### src/rtl/jk_cmd_sequencer.sv
// jk_cmd_sequencer: queues {J,K} commands in a small FIFO and replays each one
// on registered J/K outputs for cmd_len+1 cycles, back to back when the queue
// is non-empty. q_model tracks the Q a downstream JK flip-flop would hold.
module jk_cmd_sequencer #(
  parameter int DEPTH = 4  // legal: 2, 4, 8
) (
  input  logic       CLK,
  input  logic       Clear,
  input  logic       cmd_valid,
  output logic       cmd_ready,
  input  logic [1:0] cmd_op,
  input  logic [2:0] cmd_len,
  output logic       J,
  output logic       K,
  output logic       busy,
  output logic [3:0] fifo_count,
  output logic       q_model
);

  localparam int              PTR_W     = $clog2(DEPTH);
  localparam logic [PTR_W-1:0] PTR_ONE  = PTR_W'(1);
  localparam logic [3:0]      CNT_ONE   = 4'd1;
  localparam logic [3:0]      DEPTH_CNT = 4'(DEPTH);

  localparam logic [0:0] S_IDLE  = 1'b0;
  localparam logic [0:0] S_ISSUE = 1'b1;

  // Next Q of a JK flip-flop: 00 keep, 01 clear, 10 set, 11 toggle.
  function automatic logic jk_next(input logic q, input logic j, input logic k);
    logic nq;
    case ({j, k})
      2'b00:   nq = q;
      2'b01:   nq = 1'b0;
      2'b10:   nq = 1'b1;
      default: nq = ~q;
    endcase
    return nq;
  endfunction

  logic [1:0]       r_op_mem  [DEPTH];
  logic [2:0]       r_len_mem [DEPTH];
  logic [PTR_W-1:0] r_wr_ptr;
  logic [PTR_W-1:0] r_rd_ptr;
  logic [3:0]       r_count;
  logic [0:0]       r_state;
  logic [2:0]       r_rem;
  logic             r_j;
  logic             r_k;
  logic             r_busy;
  logic             r_q;

  logic       w_ready;
  logic       w_push;
  logic       w_pop;
  logic [1:0] w_head_op;
  logic [2:0] w_head_len;

  // Ready depends only on the registered count, so a pop on the same edge
  // never lets an extra push in.
  assign w_ready    = (r_count < DEPTH_CNT);
  assign w_push     = cmd_valid & w_ready;
  assign w_pop      = (r_count != 4'd0) &&
                      ((r_state == S_IDLE) || (r_rem == 3'd0));
  assign w_head_op  = r_op_mem[r_rd_ptr];
  assign w_head_len = r_len_mem[r_rd_ptr];

  assign cmd_ready  = w_ready;
  assign J          = r_j;
  assign K          = r_k;
  assign busy       = r_busy;
  assign fifo_count = r_count;
  assign q_model    = r_q;

  // FIFO storage: data only, validity is carried by pointers and count.
  always_ff @(posedge CLK) begin
    if (w_push) begin
      r_op_mem[r_wr_ptr]  <= cmd_op;
      r_len_mem[r_wr_ptr] <= cmd_len;
    end
  end

  // FIFO pointers and occupancy; pointers wrap naturally since DEPTH is a power of two.
  always_ff @(posedge CLK) begin
    if (!Clear) begin
      r_wr_ptr <= '0;
      r_rd_ptr <= '0;
      r_count  <= '0;
    end else begin
      if (w_push) r_wr_ptr <= r_wr_ptr + PTR_ONE;
      if (w_pop)  r_rd_ptr <= r_rd_ptr + PTR_ONE;
      case ({w_push, w_pop})
        2'b10:   r_count <= r_count + CNT_ONE;
        2'b01:   r_count <= r_count - CNT_ONE;
        default: r_count <= r_count;
      endcase
    end
  end

  // Issue FSM: load J/K from the FIFO head and hold for len+1 cycles,
  // chaining straight into the next command when one is queued.
  always_ff @(posedge CLK) begin
    if (!Clear) begin
      r_state <= S_IDLE;
      r_rem   <= '0;
      r_j     <= 1'b0;
      r_k     <= 1'b0;
      r_busy  <= 1'b0;
    end else begin
      case (r_state)
        S_IDLE: begin
          if (w_pop) begin
            r_state      <= S_ISSUE;
            {r_j, r_k}   <= w_head_op;
            r_rem        <= w_head_len;
            r_busy       <= 1'b1;
          end else begin
            {r_j, r_k}   <= 2'b00;
            r_busy       <= 1'b0;
          end
        end
        S_ISSUE: begin
          if (r_rem != 3'd0) begin
            r_rem        <= r_rem - 3'd1;
          end else if (w_pop) begin
            {r_j, r_k}   <= w_head_op;
            r_rem        <= w_head_len;
          end else begin
            r_state      <= S_IDLE;
            {r_j, r_k}   <= 2'b00;
            r_busy       <= 1'b0;
          end
        end
        default: begin
          r_state <= S_IDLE;
          {r_j, r_k} <= 2'b00;
          r_busy  <= 1'b0;
        end
      endcase
    end
  end

  // Model of the downstream flip-flop, fed by the current registered J/K.
  always_ff @(posedge CLK) begin
    if (!Clear) r_q <= 1'b0;
    else        r_q <= jk_next(r_q, r_j, r_k);
  end

endmodule

### config.mk
export PLATFORM = sky130hd
export DESIGN_NAME = jk_cmd_sequencer
export DESIGN_NICKNAME = d
export VERILOG_FILES = /design/src/rtl/jk_cmd_sequencer.sv
export SDC_FILE = /design/constraint.sdc
export NUM_CORES = 1
export LEC_CHECK = 0
export BUFFER_PORTS_ARGS = -buffer_cell sky130_fd_sc_hd__buf_2
export CORE_UTILIZATION = 57
export DETAILED_ROUTE_END_ITERATION = 7
export PLACE_DENSITY = 0.77
export RECOVER_POWER = 50
export SYNTH_ARGS = -nofsm -noshare
export SYNTH_HDL_FRONTEND = slang
export SYNTH_SLANG_ARGS = --single-unit
export TNS_END_PERCENT = 50
### constraint.sdc
create_clock -name CLK -period 2.8 [get_ports CLK]
set_clock_uncertainty 0.1 [all_clocks]
set_input_delay 0.14 -clock CLK [delete_from_list [all_inputs] [get_ports CLK]]
set_output_delay 0.14 -clock CLK [all_outputs]
set_load 0.1 [all_outputs]
==> metrics.md <==
| Metric | Value |
|---|---|
| Post_cts resized | `0` |
| Die Wd | `56.6 um` |
| EDFF count, synth | `20` |
| Worst-Skew Late Latency | `0.33 ns` |
| Commonest cells in the netlist | `edfxtp_1, dfxtp_1, ha_1, nor2_1, inv_1` |
| Critical-path maximum fanout | `5` |
| Layout cell share with drive strength beyond 1 | `20.6%` |
| Top-area cell type share of the netlist area | `35.3%` |
| Clock root buffer | `clkbuf_4` |
| Final slew viol count | `0` |
| # H-tree levels | `2` |
| Yosys warning count | `0` |
| Vias per cell | `5.56` |
| Clk sinks | `38` |
| Worst-margin pin slew | `1.16 ns` |
| Ys async rst share | `0%` |
| CTS tree | `yes` |
| Fillers | `198` |
| Synth unique cells | `38` |
| Row cnt | `19` |
| PortBufs | `16` |
| Ports | `17` |
| All-layer global routing usage | `20.7%` |
| TritonCTS Buffers | `5` |
| Grt total ovfl | `0` |
| Critical path type | `register to register` |
| DIE HEIGHT | `56.6 um` |
| Run status | `completed` |
| Crit share post-route | `91.6%` |
| Die area | `3200 um^2` |
| Postcts setup bufs | `0` |
| Max Freq | `390 MHz` |
| Area leader, netlist | `edfxtp_1` |
| WL final | `2.78 mm` |
| Slew Limit Headroom | `23.2%` |
| Synthesized area per cell | `12.7 um^2` |
| Fin area | `1970 um^2` |
| Post-route DRC | `0` |
| First-pass GRT wire length | `4.91 mm` |
| Gpl congestion | `0.784` |
| Worst-path clk slew | `0.12 ns` |
| Top area cells in the synthesized netlist | `edfxtp_1, dfxtp_1, ha_1, mux4_2, nor2_1` |
| Initial antenna violation count | `0` |
| Synthesized area | `1700 um^2` |
| Vias in the first global route | `1096` |
| Ys flop type | `edfxtp_1` |
| FF+latch area | `967 um^2` |
| Most common cell in the netlist | `edfxtp_1` |
| Routed len/inst | `14.6 um` |
| Core Region | `2780 um^2` |
| Via Count | `1062` |
| Hold WC Path Type | `input port to register` |
| Largest net degree at the start of global routing | `17` |
| Critical Path AT | `2.74 ns` |
| Area Growth Syn to Fin | `15.8%` |
| ANT cells | `0` |
| Final setup fails | `0` |
| Nets | `178` |
| Number of synthesized register bits | `38` |
| RSZ-0062 raised after global routing | `false` |
| Mapped Cells | `134` |
| Final Critical Period | `2.56 ns` |
| Crit path launch type | `register` |
| Crit path required time | `2.97 ns` |
| CP endpoint kind | `register` |
| Starting Density | `61.1%` |
| Fin. Hold Viols | `0` |
| Post-DP HPWL | `2.04 mm` |
| Clk buf depth | `2` |
| Antenna Violating Nets Remaining | `0` |
| Starting DRC count in detailed routing | `37` |
| Area of the multi-input gates | `679 um^2` |
| Placed inst area | `1810 um^2` |
| Setup TNS | `0 ns` |
| Max cap viols | `0` |
| Sequential element share of the synthesized area | `56.6%` |
| Syn nets | `153` |
| First-pass iteration count of the detailed router | `4` |
## placed cells by master, fill, tap and decap left out, drive strengths merged, types with 2 or more instances in the layout
master       synthesis  routed
and2                 2       2
and3                 4       4
xnor2                2       2
a21oi               10      10
o21ai                3       3
edfxtp              20      20
ha                  11      11
dfxtp               18      18
clkbuf               3      12
nand2b               2       2
a22oi                2       2
xor2                 3       3
mux4                 5       5
mux2i                3       3
nand2                6       6
bufinv               0       2
inv                 10      10
dlygate4sd3          0       6
buf                  2      10
nor3                 4       4
nor2                11      11
## worst max-delay path, cell delays in order (launching register included)
cell	delay, ns
dfxtp_1	0.38
inv_1	0.08
ha_1	0.22
nand2b_1	0.19
a21oi_2	0.11
ha_1	0.28
xor2_1	0.17
ha_1	0.18
a21oi_1	0.22
xor2_1	0.12
or3_1	0.32
a21oi_1	0.14
## per-layer routing
| layer | up-vias | track usage, % | wire length [um] |
|---|---|---|---|
| met4 | 0 | 7.32 | 53 |
| met2 | 19 | 36.0 | 1430 |
| met3 | 7 | 5.53 | 103 |
| met5 | - | 0 | 0 |
| li1 | 531 | - | - |
| met1 | 505 | 24.6 | 1190 |
## state kept, by name (all words and copies together) (netlist names), 2 cells and up, named ones only
name        cells
fifo_count      4
r_len_mem      12
r_op_mem        8
r_rd_ptr        2
r_rem           3
r_wr_ptr        2
## cell families (layout without fill, tap and decap cells)
| logic type | after synthesis | count (layout) | share of synthesized area (%) |
|---|---|---|---|
| AO/OA/AOI/OAI | 21 | 21 | 8.69 |
| XOR/XNOR | 5 | 5 | 2.58 |
| adder cells (fa/ha/maj) | 11 | 11 | 8.10 |
| buffers and inverters | 15 | 41 | 3.90 |
| flip-flops | 38 | 38 | 56.6 |
| multiplexers | 8 | 8 | 8.62 |
| AND/OR/NAND/NOR | 36 | 36 | 11.6 |
## cell type report
| type | count | area share (%) |
|---|---|---|
| Clock buffer | 5 | 1.91 |
| Timing Repair Buffer | 23 | 7.06 |
| Tap cell | 31 | 1.97 |
| Multi-Input combinational cell | 81 | 34.5 |
| Sequential cell | 38 | 49.1 |
| Inverter | 10 | 1.91 |
| Clock inverter | 3 | 3.50 |
## worst paths after layout
path / start / endpoint / slack (ns) / cells after the start
worst min register to register: q_model / q_model / 0.37 / 2
worst min-delay path: cmd_valid / r_wr_ptr[1] / 0.07 / 4
worst max register to register: r_rem[0] / fifo_count[2] / 0.24 / 11
worst max-delay path: r_rem[0] / fifo_count[2] / 0.24 / 11
## per-stage QoR
step	instances	hold WS (ns)	utilization, %	setup WS, ns
final	191	0.0739	70.8	0.235
after global routing	191	0.144	70.8	0.0968
after CTS	191	0.0565	71.2	0.271
after detailed placement	177	0.257	65.2	0.313
after global placement	177	0.250	65.2	0.498
after floorplan	134	0.139	-	0.0582
## repair_timing
| item | 4_1_cts | 5_1_grt |
|---|---|---|
| hold buffers | 6 | 0 |
| endpoints found under the setup margin | 0 | 0 |
| hold endpoints to repair | 21 | 0 |
Power is left out: the tool's default activity adds up to more than one toggle a clock period on the data nets, which glitch-free logic cannot reach.
